File: src/rtl/fram_mem_arbiter_if.sv
// fram_mem_arbiter_if: downstream FRAM memory port between the arbiter and the byte-sequencing controller.
// master = arbiter side (issues request and payload), slave = memory controller side (ready and read data).
// m_req_ready is high while the controller is idle and low while it works; m_rdata is valid when ready returns.
interface fram_mem_arbiter_if;
  logic        m_req_valid;
  logic        m_req_ready;
  logic [31:0] m_addr;
  logic        m_write_en;
  logic [1:0]  m_size;
  logic        m_sign_ext;
  logic [31:0] m_wdata;
  logic [31:0] m_rdata;

  modport master (
    output m_req_valid, m_addr, m_write_en, m_size, m_sign_ext, m_wdata,
    input  m_req_ready, m_rdata
  );

  modport slave (
    input  m_req_valid, m_addr, m_write_en, m_size, m_sign_ext, m_wdata,
    output m_req_ready, m_rdata
  );
endinterface

File: src/rtl/fram_mem_arbiter.sv
// fram_mem_arbiter: shares one FRAM memory port between instruction fetch and data load/store, round-robin.
// Latency: grant to done is >= 4 cycles (ISSUE, WAIT_LOW, WAIT_HIGH, RESP); every transaction returns through IDLE.
// Backpressure: requesters hold valid+payload until done; the downstream port paces us with m_req_ready.
// Ports:
//   clk, rst_n                     clock, asynchronous active-low reset
//   if_valid, if_addr              fetch request (always a word read)
//   if_done, if_rdata              fetch completion pulse and read data (holds after the pulse)
//   d_valid, d_addr, d_write_en,
//   d_size, d_sign_ext, d_wdata    data request
//   d_done, d_rdata                data completion pulse and load data (holds after the pulse)
//   mem                            downstream memory port, master side
//   busy                           arbiter is not idle
//   timeout                        sticky watchdog flag (TIMEOUT_CYCLES = 0 disables it)
module fram_mem_arbiter #(
  parameter int unsigned TIMEOUT_CYCLES = 4096
) (
  input  logic                       clk,
  input  logic                       rst_n,
  input  logic                       if_valid,
  input  logic [31:0]                if_addr,
  output logic                       if_done,
  output logic [31:0]                if_rdata,
  input  logic                       d_valid,
  input  logic [31:0]                d_addr,
  input  logic                       d_write_en,
  input  logic [1:0]                 d_size,
  input  logic                       d_sign_ext,
  input  logic [31:0]                d_wdata,
  output logic                       d_done,
  output logic [31:0]                d_rdata,
  fram_mem_arbiter_if.master         mem,
  output logic                       busy,
  output logic                       timeout
);

  typedef enum logic [2:0] {
    IDLE      = 3'd0,
    ISSUE     = 3'd1,
    WAIT_LOW  = 3'd2,
    WAIT_HIGH = 3'd3,
    RESP      = 3'd4
  } state_t;

  typedef enum logic {
    OWN_FETCH = 1'b0,
    OWN_DATA  = 1'b1
  } owner_t;

  localparam bit          WD_EN   = (TIMEOUT_CYCLES != 0);
  localparam logic [31:0] WD_LAST = WD_EN ? 32'(TIMEOUT_CYCLES - 1) : 32'd0;

  state_t      state, state_nxt;
  // The last grant doubles as the owner of the transaction in flight:
  // it is written on every grant and never changes until the next one.
  owner_t      last_grant;
  owner_t      grant;
  logic        grant_vld;
  logic        capture;
  logic        req_valid_c;
  logic        if_done_c;
  logic        d_done_c;
  logic        in_wait;

  logic [31:0] addr_q;
  logic        we_q;
  logic [1:0]  size_q;
  logic        sext_q;
  logic [31:0] wdata_q;
  logic [31:0] if_rdata_q;
  logic [31:0] d_rdata_q;
  logic [31:0] wd_cnt;
  logic        timeout_q;

  // Round-robin: on contention the requester that did not win last time gets the port.
  always_comb begin
    grant     = last_grant;
    grant_vld = 1'b0;
    if (if_valid && d_valid) begin
      grant_vld = 1'b1;
      grant     = (last_grant == OWN_DATA) ? OWN_FETCH : OWN_DATA;
    end else if (if_valid) begin
      grant_vld = 1'b1;
      grant     = OWN_FETCH;
    end else if (d_valid) begin
      grant_vld = 1'b1;
      grant     = OWN_DATA;
    end
  end

  always_ff @(posedge clk or negedge rst_n) begin
    if (!rst_n) state <= IDLE;
    else        state <= state_nxt;
  end

  always_comb begin
    state_nxt   = state;
    capture     = 1'b0;
    req_valid_c = 1'b0;
    if_done_c   = 1'b0;
    d_done_c    = 1'b0;
    case (state)
      IDLE: begin
        if (grant_vld) state_nxt = ISSUE;
      end
      ISSUE: begin
        // Request is only shown when the controller can take it, so the
        // single cycle it is high is also the accept cycle.
        req_valid_c = mem.m_req_ready;
        if (mem.m_req_ready) state_nxt = WAIT_LOW;
      end
      WAIT_LOW: begin
        // Controller must first acknowledge by dropping ready, otherwise the
        // still-high idle ready would be mistaken for completion.
        if (!mem.m_req_ready) state_nxt = WAIT_HIGH;
      end
      WAIT_HIGH: begin
        if (mem.m_req_ready) begin
          capture   = 1'b1;
          state_nxt = RESP;
        end
      end
      RESP: begin
        if_done_c = (last_grant == OWN_FETCH);
        d_done_c  = (last_grant == OWN_DATA);
        state_nxt = IDLE;
      end
      default: state_nxt = IDLE;
    endcase
  end

  // Payload registers are only loaded on a grant, which keeps m_* stable
  // from ISSUE through RESP regardless of what the requesters do.
  always_ff @(posedge clk or negedge rst_n) begin
    if (!rst_n) begin
      last_grant <= OWN_DATA;
      addr_q     <= 32'd0;
      we_q       <= 1'b0;
      size_q     <= 2'b00;
      sext_q     <= 1'b0;
      wdata_q    <= 32'd0;
      if_rdata_q <= 32'd0;
      d_rdata_q  <= 32'd0;
    end else begin
      if (state == IDLE && grant_vld) begin
        last_grant <= grant;
        if (grant == OWN_FETCH) begin
          addr_q  <= if_addr;
          we_q    <= 1'b0;
          size_q  <= 2'b10;
          sext_q  <= 1'b0;
          wdata_q <= 32'd0;
        end else begin
          addr_q  <= d_addr;
          we_q    <= d_write_en;
          size_q  <= d_size;
          sext_q  <= d_sign_ext;
          wdata_q <= d_wdata;
        end
      end
      if (capture) begin
        if (last_grant == OWN_FETCH) if_rdata_q <= mem.m_rdata;
        else                         d_rdata_q  <= mem.m_rdata;
      end
    end
  end

  // Watchdog: counts cycles spent in the current wait state; any state change
  // restarts it. Only flags the hang, the transaction is never aborted.
  assign in_wait = (state == WAIT_LOW) || (state == WAIT_HIGH);

  always_ff @(posedge clk or negedge rst_n) begin
    if (!rst_n) begin
      wd_cnt    <= 32'd0;
      timeout_q <= 1'b0;
    end else begin
      if (!in_wait || state_nxt != state) wd_cnt <= 32'd0;
      else if (wd_cnt != 32'hFFFF_FFFF)   wd_cnt <= wd_cnt + 32'd1;
      if (WD_EN && in_wait && wd_cnt == WD_LAST) timeout_q <= 1'b1;
    end
  end

  assign mem.m_req_valid = req_valid_c;
  assign mem.m_addr      = addr_q;
  assign mem.m_write_en  = we_q;
  assign mem.m_size      = size_q;
  assign mem.m_sign_ext  = sext_q;
  assign mem.m_wdata     = wdata_q;

  assign if_done  = if_done_c;
  assign d_done   = d_done_c;
  assign if_rdata = if_rdata_q;
  assign d_rdata  = d_rdata_q;
  assign busy     = (state != IDLE);
  assign timeout  = timeout_q;

endmodule

File: src/flat_wrapper.sv
// flat-port wrapper written by rule: the top's interface ports become plain ports
module fram_mem_arbiter_flat 
#(
  parameter int unsigned TIMEOUT_CYCLES = 4096
)
  (clk, rst_n, if_valid, if_addr, if_done, if_rdata, d_valid, d_addr, d_write_en, d_size, d_sign_ext, d_wdata, d_done, d_rdata, busy, timeout, mem_m_req_valid, mem_m_addr, mem_m_write_en, mem_m_size, mem_m_sign_ext, mem_m_wdata, mem_m_req_ready, mem_m_rdata);
  fram_mem_arbiter_if mem_i ();
  input  logic clk;
  input  logic rst_n;
  input  logic if_valid;
  input  logic [31:0] if_addr;
  output logic if_done;
  output logic [31:0] if_rdata;
  input  logic d_valid;
  input  logic [31:0] d_addr;
  input  logic d_write_en;
  input  logic [1:0] d_size;
  input  logic d_sign_ext;
  input  logic [31:0] d_wdata;
  output logic d_done;
  output logic [31:0] d_rdata;
  output logic busy;
  output logic timeout;
  output wire logic [$bits(mem_i.m_req_valid)-1:0] mem_m_req_valid;
  output wire logic [$bits(mem_i.m_addr)-1:0] mem_m_addr;
  output wire logic [$bits(mem_i.m_write_en)-1:0] mem_m_write_en;
  output wire logic [$bits(mem_i.m_size)-1:0] mem_m_size;
  output wire logic [$bits(mem_i.m_sign_ext)-1:0] mem_m_sign_ext;
  output wire logic [$bits(mem_i.m_wdata)-1:0] mem_m_wdata;
  input wire logic [$bits(mem_i.m_req_ready)-1:0] mem_m_req_ready;
  input wire logic [$bits(mem_i.m_rdata)-1:0] mem_m_rdata;
  assign mem_m_req_valid = mem_i.m_req_valid;
  assign mem_m_addr = mem_i.m_addr;
  assign mem_m_write_en = mem_i.m_write_en;
  assign mem_m_size = mem_i.m_size;
  assign mem_m_sign_ext = mem_i.m_sign_ext;
  assign mem_m_wdata = mem_i.m_wdata;
  assign mem_i.m_req_ready = mem_m_req_ready;
  assign mem_i.m_rdata = mem_m_rdata;
  fram_mem_arbiter #(.TIMEOUT_CYCLES(TIMEOUT_CYCLES)) u_core (.clk(clk), .rst_n(rst_n), .if_valid(if_valid), .if_addr(if_addr), .if_done(if_done), .if_rdata(if_rdata), .d_valid(d_valid), .d_addr(d_addr), .d_write_en(d_write_en), .d_size(d_size), .d_sign_ext(d_sign_ext), .d_wdata(d_wdata), .d_done(d_done), .d_rdata(d_rdata), .mem(mem_i), .busy(busy), .timeout(timeout));
endmodule
File: config.mk
export PLATFORM = sky130hd
export DESIGN_NAME = fram_mem_arbiter_flat
export DESIGN_NICKNAME = d
export VERILOG_FILES = /design/src/rtl/fram_mem_arbiter_if.sv /design/src/rtl/fram_mem_arbiter.sv /design/src/flat_wrapper.sv
export SDC_FILE = /design/constraint.sdc
export NUM_CORES = 1
export LEC_CHECK = 0
export CORE_MARGIN = 2
export CORE_UTILIZATION = 48
export DETAILED_ROUTE_END_ITERATION = 7
export GPL_ROUTABILITY_DRIVEN = 0
export PLACE_DENSITY = 0.95
export SYNTH_ARGS = -nofsm -noshare
export SYNTH_HDL_FRONTEND = slang
export SYNTH_SLANG_ARGS = --single-unit
export TNS_END_PERCENT = 10
File: constraint.sdc
create_clock -name clk -period 4.1 [get_ports clk]
set_input_delay 0.82 -clock clk [delete_from_list [all_inputs] [get_ports clk]]
set_output_delay 0.82 -clock clk [all_outputs]
set_load 0.01 [all_outputs]
==> impl_metrics.env <==
export IMPL_ys_ff_latch=169
export IMPL_synth_edf_count=0
export IMPL_min_period_ns=3.01
export IMPL_internal_power_mw=5.20
export IMPL_initial_core_util_pct=49.5
export IMPL_cp_endpoint="mem_m_req_valid"
export IMPL_grt_ovfl_total=0
export IMPL_status="finished, final reports clean"
export IMPL_syn_to_final_growth_pct=49.6
export IMPL_drt_drc_violations_left=0
export IMPL_p_switching_mw=2.52
export IMPL_synthAdderAreaFrac_pct=0.173
export IMPL_synth_top_area_share_pct=58.2
export IMPL_insertion_delay_ns=0.42
export IMPL_final_cells=1115
export IMPL_synthTopCellsByArea="dfrtp_1, mux2_2, nand2_1, mux2i_1, o21ai_0"
export IMPL_clockBufferDepth=2
export IMPL_setup_ws_ns=1.09
export IMPL_viasPerCell=5.38
export IMPL_core_sq_mm=0.0146
export IMPL_grt_util_all_layers_pct=26.6
export IMPL_dp_worst_setup_slack_ns=1.11
export IMPL_power_leakage_nw=4.60
export IMPL_drt_iter0_drc=345
export IMPL_max_stage_delay_ns=0.55
export IMPL_ant_nets=0
export IMPL_cts_tree="built"
export IMPL_rsz0062_at_grt="false"
export IMPL_cap_violations=0
export IMPL_clockPowerShare_pct=22.0
export IMPL_synth_area_per_cell_sq_um=11.1
export IMPL_synth_top_family_by_area="multiplexers"
export IMPL_synth_xor_area_share_pct=1.94
export IMPL_critPathBufInv=2
export IMPL_p_total_mw=7.72
export IMPL_numCtsBuffers=17
export IMPL_synth_fp_nets=790
export IMPL_root_buffer="clkbuf_16"
export IMPL_wire_per_inst_um=18.4
export IMPL_worstSetupStartpointType="primary input"
export IMPL_r2r_start="u_core.wd_cnt[12]"
export IMPL_seqPwrFrac_pct=35.7
export IMPL_p_per_area_mw_per_mm2=715
export IMPL_crit_path_cell_trace="clkdlybuf4s50_1 -> nand2_1 -> nor3_1 -> clkdlybuf4s50_1"
export IMPL_crit_fanout=4
export IMPL_final_hold_viol_count=0
export IMPL_relSlewSlack_pct=26.7
export IMPL_placed_cells=1083
export IMPL_switching_share_pct=32.7
export IMPL_postCtsHoldBufs=0
export IMPL_synth_compound_area_share_pct=8.99
export IMPL_antenna_found_initial=0
export IMPL_setup_viol=0
export IMPL_post_dp_cell_area_sq_mm=0.0102
export IMPL_required_ns=3.28
export IMPL_rr_worst_depth=6
export IMPL_min_from="u_core.mem.m_addr[18]"
export IMPL_finClkSkew_ns=0.00505
export IMPL_antennaDiodeCount=0
export IMPL_crit_top_cell="clkdlybuf4s50_1"
export IMPL_dp_hpwl_um=14600
export IMPL_ir_drop_v=0.000428
export IMPL_slowest_stage="clkdlybuf4s50_1"
export IMPL_final_area_sq_mm=0.0108
export IMPL_cts_resized=0
export IMPL_worstSetupStartpoint="mem_m_req_ready"
export IMPL_yosysTopAreaCell="dfrtp_1"
export IMPL_worstSetupPathDepth=4
export IMPL_synth_area_mux_share_pct=14.7
export IMPL_r2r_end="u_core.wd_cnt[17]"
export IMPL_drive_gt1_share_pct=11.7
export IMPL_final_max_slew_viol_count=0
export IMPL_synthCells=652
export IMPL_cts_num_sinks=169
export IMPL_ios=274
export IMPL_p_comb_share_pct=42.3
export IMPL_grt_pass1_wl_um=33200
export IMPL_crit_path_end_kind="output port"
export IMPL_cts_max_level=4
export IMPL_grt_max_degree=97
export IMPL_synth_flop_cell="dfrtp_1"
export IMPL_holdCritPathClass="flip-flop to flip-flop"
export IMPL_critPathArrivalTime_ns=2.19
export IMPL_fp_dieArea_sq_mm=0.0160
export IMPL_tns_ns=0
export IMPL_rrSetupSlack_ns=1.72
export IMPL_synth_cell_types=44
export IMPL_period_share_pct=73.3
export IMPL_seq_area_frac_synth_pct=58.6
export IMPL_worstMarginPinSlew_ns=1.10
export IMPL_die_w_um=127
export IMPL_max_freq_mhz=333
export IMPL_synth_simple_gate_area_share_pct=13.3
export IMPL_vias=6003
export IMPL_port_buffers=273
export IMPL_layout_nets=1056
export IMPL_path_clk_slew_ns=0.06
export IMPL_netlist_area_sq_mm=0.00722
export IMPL_async_reset_ff_share_pct=100
export IMPL_die_height_um=127
export IMPL_yosysWarningCount=0
export IMPL_grt_pass1_vias=6380
export IMPL_row_count=44
export IMPL_drt_pass1_iterations=5
export IMPL_crit_family="buffers and inverters"
export IMPL_wl_um=20500
export IMPL_crit_type="primary input to output port"
export IMPL_post_cts_buffers=0
[synthesized netlist by cell type, types with 2 or more instances]
cell and count:
xnor2_1 7, nand3_1 8, nand2_1 120, buf_2 6, nand4_1 8, nor3_1 4
or3_1 12, clkbuf_1 29, and3_1 6, nor3_2 2, mux2_2 56, o21ai_0 61
mux2i_1 34, inv_1 4, o31ai_1 6, a21oi_1 15, nor4_1 7, xor2_1 9
a31oi_1 4, buf_1 3, dfrtp_1 168, and2_1 2, o21ai_1 18, a211oi_1 3
and4_1 3, o211ai_1 2, or4_1 5, nor2_1 27, mux2_1 8
[power by group through the flow]
stage | sequential [mW] | combinational [mW] | clock (mW)
final | 2.76 | 3.27 | 1.70
after floorplan | 3.02 | 1.08 | 0
after CTS | 2.76 | 3.31 | 1.73
after global routing | 2.85 | 3.50 | 1.81
after global placement | 2.72 | 3.18 | 0
after detailed placement | 2.77 | 3.27 | 0
[routing by layer]
metal	vias up	track usage (%)	part of all wire, %
met4	0	12.7	3.9
li1	2805	-	-
met2	233	46.7	53
met5	-	0	0
met3	60	7.89	6.6
met1	2905	29.5	37
[cell usage in the layout (no fill, tap or decap), drive strengths merged, types with 7 or more instances in the layout]
cell | netlist | layout
clkdlybuf4s50 | 0 | 272
dfrtp | 168 | 168
nand2 | 121 | 121
o21ai | 79 | 79
mux2 | 64 | 64
mux2i | 34 | 34
nor2 | 27 | 27
clkbuf | 29 | 22
a21oi | 15 | 15
buf | 9 | 13
or3 | 12 | 12
xor2 | 9 | 9
nand4 | 9 | 9
nand3 | 8 | 8
nor4 | 7 | 7
xnor2 | 7 | 7
inv | 4 | 7
[sequential cells by signal (all words and copies together) (netlist names), 2 cells and up]
signal / cells
u_core.state: 3
u_core.mem.m_size: 2
u_core.d_rdata: 32
u_core.mem.m_addr: 32
u_core.mem.m_wdata: 32
u_core.if_rdata: 32
u_core.wd_cnt: 32
[final cells by class]
cell class | count | area (sq um)
tap | 184 | 230
multi-input combinational | 441 | 2850
fill | 879 | 3790
timing repair buffer | 285 | 2850
clock buffer | 22 | 464
sequential | 169 | 4230
clock inverter | 10 | 164
inverter | 4 | 15.0
[worst register-to-register path: cells and delay by family, from the launching register on]
kind	cells	cell delay [ns]
AND/OR/NAND/NOR	3	0.98
flip-flops	1	0.52
AO/OA/AOI/OAI	2	0.45
buffers and inverters	1	0.25
[cells by family after synthesis]
kind of cell | count (synthesis)
xor+xnor | 16
fa+ha+maj | 1
simple gates | 209
buf+inv | 42
mux | 98
compound gates | 117
flops | 169
[metrics by stage]
stage / hold WS (ns) / util, %
after floorplan: 0.500 / -
after global placement: 0.462 / 69.7
after detailed placement: 0.468 / 69.7
after CTS: 0.482 / 74.0
after global routing: 0.500 / 74.0
final: 0.476 / 74.0
[worst min-delay path by stage]
stage                             endpoint  cells past startpoint  slack, ns
detailed placement          u_core.timeout                      1       0.47
global placement    u_core.mem.m_wdata[17]                      2       0.46
global route            u_core.if_rdata[6]                      1       0.50
finish               u_core.mem.m_addr[18]                      2       0.48
CTS                  u_core.mem.m_addr[31]                      2       0.48
floorplan                  u_core.state[1]                      1       0.50
(Power assumes the default switching activity.)
